--- src/rtl/serv_dbg_pkg.sv ---
// Shared definitions for the debug-module register-file access path:
// well-known RF indices and the arbiter state encoding.
package serv_dbg_pkg;

   localparam logic [5:0] MSCRATCH = 6'b010000;
   localparam logic [5:0] MEPC     = 6'b010001;
   localparam logic [5:0] MTVAL    = 6'b010010;
   localparam logic [5:0] DPC      = 6'b010101;

   typedef enum logic [2:0] {
      ST_IDLE,
      ST_WRITE,
      ST_READ,
      ST_RDLAT,
      ST_ACK
   } dbg_state_e;

endpackage

--- src/rtl/serv_rf_dbg_shift.sv ---
// 32-bit shift register with parallel load; shifts right by WIDTH bits,
// taking serial data in at the MSB end and presenting the LSB beat.
module serv_rf_dbg_shift #(
   parameter int WIDTH = 2
) (
   input  logic             i_clk,
   input  logic             i_rst,
   input  logic             load_i,
   input  logic [31:0]      load_data_i,
   input  logic             shift_i,
   input  logic [WIDTH-1:0] ser_i,
   output logic [WIDTH-1:0] ser_o,
   output logic [31:0]      par_o
);

   logic [31:0] sr_q;
   logic [31:0] shifted;

   generate
      if (WIDTH == 32) begin : g_full
         assign shifted = ser_i;
      end else begin : g_part
         assign shifted = {ser_i, sr_q[31:WIDTH]};
      end
   endgenerate

   always_ff @(posedge i_clk or posedge i_rst) begin
      if (i_rst)        sr_q <= '0;
      else if (load_i)  sr_q <= load_data_i;
      else if (shift_i) sr_q <= shifted;
   end

   assign ser_o = sr_q[WIDTH-1:0];
   assign par_o = sr_q;

endmodule

--- src/rtl/serv_rf_dbg_arb.sv ---
// Shares the RF RAM between the core's serial RF port and a debug abstract
// register port; the core wins every beat, debug beats fill the gaps.
module serv_rf_dbg_arb
   import serv_dbg_pkg::*;
#(
   parameter  int WIDTH = 2,
   localparam int N     = 32 / WIDTH,
   localparam int RAW   = $clog2(64 * N)
) (
   input  logic             i_clk,
   input  logic             i_rst,
   input  logic             i_halted,
   input  logic [RAW-1:0]   i_core_waddr,
   input  logic [WIDTH-1:0] i_core_wdata,
   input  logic             i_core_wen,
   input  logic [RAW-1:0]   i_core_raddr,
   input  logic             i_core_ren,
   output logic [WIDTH-1:0] o_core_rdata,
   input  logic             i_dbg_req,
   input  logic             i_dbg_we,
   input  logic [5:0]       i_dbg_reg,
   input  logic [31:0]      i_dbg_wdata,
   output logic             o_dbg_ack,
   output logic [31:0]      o_dbg_rdata,
   output logic             o_dbg_busy,
   output logic [RAW-1:0]   o_waddr,
   output logic [WIDTH-1:0] o_wdata,
   output logic             o_wen,
   output logic [RAW-1:0]   o_raddr,
   output logic             o_ren,
   input  logic [WIDTH-1:0] i_rdata
);

   localparam int BW  = (N > 1) ? $clog2(N) : 1;
   localparam int BSH = $clog2(N);

   dbg_state_e     state_q, state_d;
   logic [BW-1:0]  beat_q, beat_d;
   logic [5:0]     reg_q;
   logic           issue_q;

   logic           accept, wr_issue, rd_issue, last_beat;
   logic [RAW-1:0] dbg_addr;
   logic [WIDTH-1:0] sr_ser_o, sr_ser_i;

   assign accept    = (state_q == ST_IDLE) & i_dbg_req & i_halted;
   assign wr_issue  = (state_q == ST_WRITE) & ~i_core_wen;
   assign rd_issue  = (state_q == ST_READ) & ~i_core_ren;
   assign last_beat = (beat_q == BW'(N - 1));
   assign dbg_addr  = (RAW'(reg_q) << BSH) | RAW'(beat_q);

   always_comb begin
      state_d = state_q;
      beat_d  = beat_q;
      case (state_q)
         ST_IDLE: begin
            if (accept) begin
               beat_d  = '0;
               state_d = i_dbg_we ? ST_WRITE : ST_READ;
            end
         end
         ST_WRITE: begin
            if (wr_issue) begin
               beat_d = last_beat ? '0 : beat_q + BW'(1);
               if (last_beat) state_d = ST_ACK;
            end
         end
         ST_READ: begin
            if (rd_issue) begin
               beat_d = last_beat ? '0 : beat_q + BW'(1);
               if (last_beat) state_d = ST_RDLAT;
            end
         end
         ST_RDLAT: state_d = ST_ACK;
         ST_ACK:   state_d = ST_IDLE;
         default:  state_d = ST_IDLE;
      endcase
   end

   always_ff @(posedge i_clk or posedge i_rst) begin
      if (i_rst) begin
         state_q <= ST_IDLE;
         beat_q  <= '0;
         reg_q   <= '0;
         issue_q <= 1'b0;
      end else begin
         state_q <= state_d;
         beat_q  <= beat_d;
         issue_q <= rd_issue;
         if (accept) reg_q <= i_dbg_reg;
      end
   end

   // x0 reads shift in zeros so the result is 0 whatever the RAM holds.
   assign sr_ser_i = (issue_q && reg_q != 6'd0) ? i_rdata : '0;

   serv_rf_dbg_shift #(.WIDTH(WIDTH)) u_shift (
      .i_clk       (i_clk),
      .i_rst       (i_rst),
      .load_i      (accept),
      .load_data_i (i_dbg_we ? i_dbg_wdata : 32'd0),
      .shift_i     (wr_issue | issue_q),
      .ser_i       (sr_ser_i),
      .ser_o       (sr_ser_o),
      .par_o       (o_dbg_rdata)
   );

   assign o_waddr = wr_issue ? dbg_addr : i_core_waddr;
   assign o_wdata = wr_issue ? sr_ser_o : i_core_wdata;
   assign o_wen   = i_core_wen | (wr_issue & (reg_q != 6'd0));
   assign o_raddr = rd_issue ? dbg_addr : i_core_raddr;
   assign o_ren   = i_core_ren | rd_issue;

   assign o_core_rdata = i_rdata;
   assign o_dbg_ack    = (state_q == ST_ACK);
   assign o_dbg_busy   = (state_q != ST_IDLE);

endmodule

--- config.mk ---
export PLATFORM = sky130hd
export DESIGN_NAME = serv_rf_dbg_arb
export DESIGN_NICKNAME = d
export VERILOG_FILES = /design/src/rtl/serv_dbg_pkg.sv /design/src/rtl/serv_rf_dbg_shift.sv /design/src/rtl/serv_rf_dbg_arb.sv
export SDC_FILE = /design/constraint.sdc
export NUM_CORES = 1
export LEC_CHECK = 0
export BUFFER_PORTS_ARGS = -buffer_cell sky130_fd_sc_hd__clkbuf_2
export CAP_MARGIN = 20
export CORE_ASPECT_RATIO = 1.1
export CORE_MARGIN = 2
export CORE_UTILIZATION = 50
export DETAILED_ROUTE_END_ITERATION = 16
export PLACE_DENSITY = 0.87
export SLEW_MARGIN = 5
export SYNTH_ARGS = -nofsm -noshare
export SYNTH_HDL_FRONTEND = slang
export SYNTH_SLANG_ARGS = --single-unit
--- constraint.sdc ---
create_clock -name i_clk -period 3.55 [get_ports i_clk]
set_input_delay 0.355 -clock i_clk [delete_from_list [all_inputs] [get_ports i_clk]]
set_output_delay 0.355 -clock i_clk [all_outputs]
set_load 0.05 [all_outputs]
Word-level counts from Yosys, hierarchy flattened
Index checks and enable logic that the tools add are counted.
{ "classes": {"add_sub_neg": 1, "eq_ne": 10, "mux": 19, "bitwise": 11, "reduce_logical": 8} }
{ "op_table": {"columns": ["operator", "n"], "rows": [
  ["32-bit 2-to-1 mux", 3],
  ["10-bit 2-to-1 mux", 2],
  ["4-bit 2-to-1 mux", 4],
  ["3-bit 2-to-1 mux", 5],
  ["3-bit case mux with 4 select lines", 1],
  ["4-bit case mux with 3 select lines", 1],
  ["2-bit != test (second input constant)", 5],
  ["10-bit by 4-bit OR with 10-bit output", 1],
  ["3-bit by 2-bit == test with 1-bit output (second input constant)", 2],
  ["2-bit 2-to-1 mux", 3],
  ["3-bit nonzero test", 2],
  ["6-bit nonzero test", 1],
  ["1-bit AND", 5],
  ["5-bit AND reduction", 1],
  ["4-bit by 1-bit adder with 4-bit output (second input constant)", 1],
  ["4-bit == test (second input constant)", 1],
  ["4-bit AND reduction", 1],
  ["3-bit by 1-bit == test with 1-bit output (second input constant)", 1],
  ["3-bit == test (second input constant)", 1],
  ["3-bit logical NOT", 1],
  ["1-bit OR", 3],
  ["1-bit inverter", 2],
  ["2-bit nonzero test", 1],
  ["1-bit logical AND", 1]
]} }
{ "totals": {"regBits": 46, "inputBits": 69, "output_inout_bits": 60, "wordCells": 54} }

Logic depth before layout (Yosys ltp)
Gate-level depths: netlist of the first run.
{ "depth": {"ltp_word": 5, "ltp_mapped": 7, "mapped_depth_nobuf": 5} }

Cells and area by module
Synthesis of the first run repeated with hierarchy kept, for this count alone.
{ "hier_totals": {"cells_unflattened": 280, "area_unflattened_um2": 2796.4} }
{ "modules_own_cells": {"columns": ["mod", "n_inst", "cells_per_inst", "area_per_inst_um2"], "rows": [
  ["serv_rf_dbg_shift", 1, 142, 1534.0],
  ["serv_rf_dbg_arb", 1, 138, 1262.5]
]} }

Least setup slack after synthesis of the first run
Ideal clock, no wire load.
{ "synth_timing": {"path_kind": "reg2out", "startpoint": "register state_q[2]", "endpoint": "output port o_dbg_ack", "arrival_time_ns": 1.752, "t_required_ns": 3.195, "slack_ns": 1.443, "path_stages_with_launch": 4, "n_path_buf": 1, "cell_sequence": "dfrtp_1 buf_2 inv_1 nor3_1"} }
{ "synth_between": {"elab_chain_cells": 1} }
{ "synth_lines": {"columns": ["element", "line_no", "source"], "rows": [
  ["start: declaration", "serv_rf_dbg_arb.sv:37", "dbg_state_e state_q, state_d;"],
  ["start signal: assignment", "serv_rf_dbg_arb.sv:87", "state_q <= state_d;"],
  ["3-bit == test", "serv_rf_dbg_arb.sv:115", "assign o_dbg_ack = (state_q == ST_ACK);"],
  ["end: declaration", "serv_rf_dbg_arb.sv:23", "output logic o_dbg_ack,"]
]} }
Every way passes these cells.

Worst setup path after layout of the first run
{ "layout_timing": {"startpoint": "register state_q[0]", "endpoint": "output port o_waddr[2]"} }
{ "layout_between": {"elab_chain_cells": 3} }
{ "layout_lines": {"columns": ["element", "line_no", "source"], "rows": [
  ["3-bit by 1-bit == test with 1-bit output", "serv_rf_dbg_arb.sv:47", "assign wr_issue = (state_q == ST_WRITE) & ~i_core_wen;"],
  ["1-bit AND", "serv_rf_dbg_arb.sv:47", null],
  ["10-bit 2-to-1 mux", "serv_rf_dbg_arb.sv:108", "assign o_waddr = wr_issue ? dbg_addr : i_core_waddr;"],
  ["end: declaration", "serv_rf_dbg_arb.sv:26", "output logic [RAW-1:0] o_waddr,"]
]} }
Every way passes these cells.

==> results.toml, run 1 <==
[clock_tree]
h-tree-depth = 2
cts_resized = 0
cts.sinks = 46
cts_tree = "yes"
postCtsSetupBuffers = 0
ctsHoldBuffers = 0
clk_path_buf_depth = 2
clk_pin_slew_ps = 90
cts_root_buf = "clkbuf_8"
clock_latency_ps = 300
cts_buffers = 5

[routing]
viasPerCell = 5.273
first_pass_iters = 5
drtIter0Drc = 112
wl_mm = 7.150
drc = 0
wl_per_cell_um = 13.96
num_vias = 2700
ant_nets = 0

[power_and_ir_drop]
irDropWorstVdd_mv = 0.5405
leakagePower_nw = 1.703
power_density_mw_per_mm2 = 954.5
total_power_mw = 3.298

[layout]
diodes = 0
final_cell_mix = "128 x clkbuf_2, 83 x nand2_1, 46 x dfrtp_1"
syn2layout_area_growth_pct = 26.64
drive_gt1_share_pct = 39.82
final_common_cell = "clkbuf_2"
nets = 506

[logic_synthesis]
ys_seq_area_share_pct = 42.18
avgSynthCellArea_um2 = 8.449
synth_cells = 323
synth_flop_cell = "dfrtp_1"
synth-seq-cells = 46
yosysWarnings = 0
synth_area_mm2 = 0.002729
synth_edf_count = 0
synth_cell_type_count = 38
synth_nets = 393
synth-async-reset-ratio_pct = 100.0

[grt]
globalRouteOverflowTotal = 0
antenna_found_initial = 0
grt_max_degree = 59
grt_pass1_wl_mm = 10.96
track_usage_pct = 23.17
grt_pass1_vias = 2461

[timing]
worst_slew_pin_slew_ps = 950.3
min_period_over_period_pct = 78.63
clock_skew_ps = 13.06
tns_ps = 0
min_period_ps = 2791
fmax_ghz = 0.3583
hold_viol_final = 0
setup_viol = 0
rsz0062_at_grt = "false"
whs_ps = 240.8
max_slew_margin_pct = 36.55
drv_slew = 0

[floorplan]
die_h_um = 81.48
design.core.area_mm2 = 0.005325
dieWidth_um = 74.44
io_pins = 129
fp.dieArea_mm2 = 0.006065
initial_core_util_pct = 51.25
num_rows = 28

[min_path]
hp-class = "in -> reg"

[worst_setup_path]
endpoint_kind = "output port"
critPathKind = "reg -> out"
path_max_fanout = 13
worst-endpoint-arrival_ps = 2440
cp-start-kind = "flip-flop"
required_ps = 3190

[job]
maxCapViolations = 0

[placed_design]
gp_congestion = 0.8290
hpwl_mm = 5.195
io_buffers = 128

[status]
outcome = "complete, no violations"
-- cell families after synthesis --
logic type / Yosys count / share of synthesized area, %
xor gates and xnor gates: 1 / 0.5962
buffers and inverters: 33 / 6.511
DFF: 46 / 42.18
adders and majority gates: 1 / 0.4584
AOI/OAI and AO/OA: 77 / 16.74
muxes: 23 / 9.629
and+or+nand+nor: 142 / 23.89
-- worst max-delay path, stage by stage, from the launching register on --
cell,delay (ps)
dfrtp_1,650
nor4b_4,620
buf_4,280
mux2_2,350
clkbuf_2,240
-- cells in the mapped netlist, drive strengths merged, types with 4 or more instances --
library cell | count | area, um2
nor2 | 11 | 57.56
nand2 | 83 | 311.6
a21oi | 31 | 155.2
clkbuf | 11 | 41.29
nor3 | 33 | 170.2
o21ai | 34 | 170.2
buf | 16 | 113.9
mux2 | 23 | 262.8
inv | 6 | 22.52
dfrtp | 46 | 1151
nand3 | 4 | 20.02
a31oi | 4 | 25.02
-- cell type report --
type	count	area (um2)
clock buffers	7	86.33
flip-flops and latches	46	1151
fillers	476	1869
multi-input cells	244	1408
well taps	75	93.84
clock inverters	1	8.758
repair buffers	133	685.7
inverters	6	22.52
-- metrics by stage --
step / util (%) / setup WS, ps / cells / instance area, um2
2_1_floorplan: - / 1443 / 323 / 2729
3_3_place_gp: 62.83 / 1171 / 503 / 3346
3_5_place_dp: 62.83 / 1089 / 503 / 3346
4_1_cts: 64.61 / 757.7 / 511 / 3441
5_1_grt: 64.90 / 637.4 / 512 / 3456
6_report: 64.90 / 758.8 / 512 / 3456
-- worst paths after layout --
path,from,end,slack (ps),cells after the start
setup / recovery,state_q[0],o_waddr[2],760,4
hold / removal,i_dbg_reg[4],reg_q[4],240,3
setup reg to reg,state_q[0],u_shift.par_o[21],1460,5
hold reg to reg,u_shift.par_o[14],u_shift.par_o[14],530,2
max in group asynchronous,i_rst,state_q[0],2700,2
min in group asynchronous,i_rst,u_shift.par_o[7],260,2
-- sequential cells by signal, indices dropped and copies added, names as in the netlist --
name,flops
beat_q,4
state_q,3
u_shift.par_o,32
issue_q,1
reg_q,6
-- layer usage --
metal / GRT usage [%] / up-vias / routed length (um)
li1: - / 1337 / -
met1: 29.03 / 1233 / 3013
met2: 40.18 / 124 / 3521
met3: 4.785 / 6 / 553
met4: 6.964 / 0 / 61
met5: 0 / - / 0
-- power by group --
group	switching, mW	internal (mW)
registers	0.229	0.726
clock network	0.177	0.161
logic	1.46	0.548
Note: power is estimated with default switching activity, not from simulation.
==> inputs of run 2 (changes only) <==
--- a/config.mk
+++ b/config.mk
@@ -5,13 +5,14 @@
 export SDC_FILE = /design/constraint.sdc
 export NUM_CORES = 1
 export LEC_CHECK = 0
+export ABC_AREA = 1
 export BUFFER_PORTS_ARGS = -buffer_cell sky130_fd_sc_hd__clkbuf_2
 export CAP_MARGIN = 20
 export CORE_ASPECT_RATIO = 1.1
 export CORE_MARGIN = 2
-export CORE_UTILIZATION = 50
+export CORE_UTILIZATION = 48
 export DETAILED_ROUTE_END_ITERATION = 16
-export PLACE_DENSITY = 0.87
+export PLACE_DENSITY = 0.83
 export SLEW_MARGIN = 5
 export SYNTH_ARGS = -nofsm -noshare
 export SYNTH_HDL_FRONTEND = slang
==> constraint.sdc (replaced) <==
create_clock -name i_clk -period 2.74 [get_ports i_clk]
set_input_delay 0.274 -clock i_clk [delete_from_list [all_inputs] [get_ports i_clk]]
set_output_delay 0.274 -clock i_clk [all_outputs]
set_load 0.05 [all_outputs]
==> run 2 against run 1 <==
Net effect:
- the flow now finishes with violations (negative hold slack)
- clock skew is 4.6 ps lower
- worst setup slack lost 440 ps
- synthesized area rose by 5.2%
- die area grew 9.1%
- worst hold slack worse by 260 ps
- non-clock buffer count is 3 higher
- global-route usage grew 0.18 points
- critical path depth is the same
- sequential share of layout area shrank 1.2 points
- count of clock-buffer cells in the layout did not move
- utilization down 2.7 points
- critical path type unchanged
- critical endpoint is now o_raddr[2]
- largest cell class unchanged
==> results.toml, run 2 <==
[status]
outcome = "finished with violations"
violations = "negative hold slack"

[grt]
grt_pass1_wl_mm = 12.64
globalRouteOverflowTotal = 0
busiest_layer = "met2"
track_usage_pct = 23.35
gr-usage-met1_pct = 29.39
grt_pass1_vias = 2765
met2_usage_pct = 40.91
met3_usage_pct = 5.106
grt_max_degree = 47
antenna_found_initial = 0

[clock_tree]
cts_tree = "yes"
clock_latency_ps = 290
postCtsSetupBuffers = 0
clk_pin_slew_ps = 90
clk_path_buf_depth = 2
cts_root_buf = "clkbuf_8"
h-tree-depth = 2
cts_buffers = 5
cts_resized = 0
ctsHoldBuffers = 0
cts.sinks = 46

[worst_setup_path]
path_cells = "nor2_2, nand3_1, o21ai_0, clkbuf_2"
critPathMaxStageDelay_ps = 490
critPathKind = "reg -> out"
endpoint_kind = "output port"
slowest_stage = "dfrtp_1"
cp-start-kind = "flip-flop"
worst-endpoint-arrival_ps = 2150
crit_buf_inv = 1
critPathTopFamily = "simple AND/OR/NAND/NOR gates"
required_ps = 2470
path_max_fanout = 22

[logic_synthesis]
ys_seq_area_share_pct = 40.09
synthSimpleGateAreaFrac_pct = 42.96
synth.mux.area_fraction_pct = 0
yosys-top-cells-area = "dfrtp_1 40%, nand2_1 23%, nand3_1 8.7%"
synthAdderAreaFrac_pct = 0.4357
synth_cell_type_count = 21
synthXorXnorAreaFrac_pct = 0
synth_edf_count = 0
synthTopCellsByCount = "175 x nand2_1, 50 x nand3_1, 46 x dfrtp_1, 33 x nand4_1, 31 x o21ai_0"
synth_area_mm2 = 0.002872
synth_nets = 482
synth_flop_cell = "dfrtp_1"
synth_top_family_by_area = "simple AND/OR/NAND/NOR gates"
synth_cells = 412
synth_top_area_cell = "dfrtp_1"
synth-seq-cells = 46
avgSynthCellArea_um2 = 6.970
synth-async-reset-ratio_pct = 100.0
yosysWarnings = 0
synth_compound_area_share_pct = 6.275
synth_top_area_share_pct = 40.09
synth_most_common_cell = "nand2_1"

[timing]
max_slew_margin_pct = 55.80
tns_ps = 0
hold_viol_final = 20
setup_viol = 0
rsz0062_at_grt = "false"
drv_slew = 0
fmax_ghz = 0.4134
worst_slew_pin_slew_ps = 661.2
whs_ps = -22.88
min_period_ps = 2419
min_period_over_period_pct = 88.29
clock_skew_ps = 8.493
worst_slack_ps = 320.8

[layout]
largest_register_ffs = 32
stdcell_area_mm2 = 0.003587
final_common_cell = "nand2_1"
final_cell_mix = "175 x nand2_1, 128 x clkbuf_2, 50 x nand3_1"
nets = 593
syn2layout_area_growth_pct = 24.92
drive_gt1_share_pct = 28.63
diodes = 0

[routing]
num_vias = 3148
wl_per_cell_um = 13.12
first_pass_iters = 4
ant_nets = 0
wl_mm = 7.883
drc = 0
drtIter0Drc = 128
viasPerCell = 5.238

[floorplan]
io_pins = 129
dieWidth_um = 77.75
initial_core_util_pct = 49.77
design.core.area_mm2 = 0.005769
die_h_um = 85.12
num_rows = 29
fp.dieArea_mm2 = 0.006618

[power_and_ir_drop]
leakagePower_nw = 2.159
power_density_mw_per_mm2 = 1126
total_power_mw = 4.038
irDropWorstVdd_mv = 0.5220

[placed_design]
io_buffers = 128
placed_area_mm2 = 0.003461
gp_congestion = 0.8602
pre_cts_slack_ps = 653.4
hpwl_mm = 5.542

[job]
maxCapViolations = 0

[min_path]
hp-class = "in -> async"
==> run 2: report_power, final <==
group / leakage (nW) / total [mW] / switching (mW) / internal (mW)
Clock: 0.0524 / 0.493 / 0.220 / 0.273
Sequential: 0.610 / 1.14 / 0.222 / 0.917
Combinational: 1.50 / 2.41 / 1.82 / 0.589
==> run 2: path summary, 6_finish.rpt <==
kind	start	endpoint	slack, ps	cells after the start
max	state_q[0]	o_raddr[2]	320	4
min in group i_clk	i_dbg_reg[4]	reg_q[4]	190	3
min	i_rst	u_shift.par_o[1]	-20	2
max in group asynchronous	i_rst	u_shift.par_o[12]	2270	3
min reg2reg	u_shift.par_o[10]	u_shift.par_o[10]	560	2
max reg2reg	state_q[1]	u_shift.par_o[0]	810	7
==> run 2: cells by family after synthesis <==
family	count (synthesis)
AND/OR/NAND/NOR	273
buffers and inverters	57
flip-flops	46
adder cells (fa/ha/maj)	1
AO/OA/AOI/OAI	35
==> run 2: area by class of cell <==
cell class | instances | area (um2)
fillers | 544 | 2182
multi-input cells | 309 | 1426
flip-flops and latches | 46 | 1151
repair buffers | 136 | 713.2
well taps | 77 | 96.34
inverters | 25 | 93.84
clock buffers | 7 | 76.32
clock inverters | 1 | 30.03
==> run 2: layer usage <==
layer,part of all wire [%],wire length [um]
met1,43,3394
met2,49,3834
met3,8.0,632
met4,0.28,22
met5,0,0
==> run 2: per-stage QoR <==
step           std cells  util (%)  hold WS [ps]
6_report             601     62.18        -22.88
5_1_grt              601     62.18         6.149
4_1_cts              600     61.83         182.2
3_5_place_dp         592     59.99         491.2
3_3_place_gp         592     59.99         481.8
2_1_floorplan        412         -         395.0
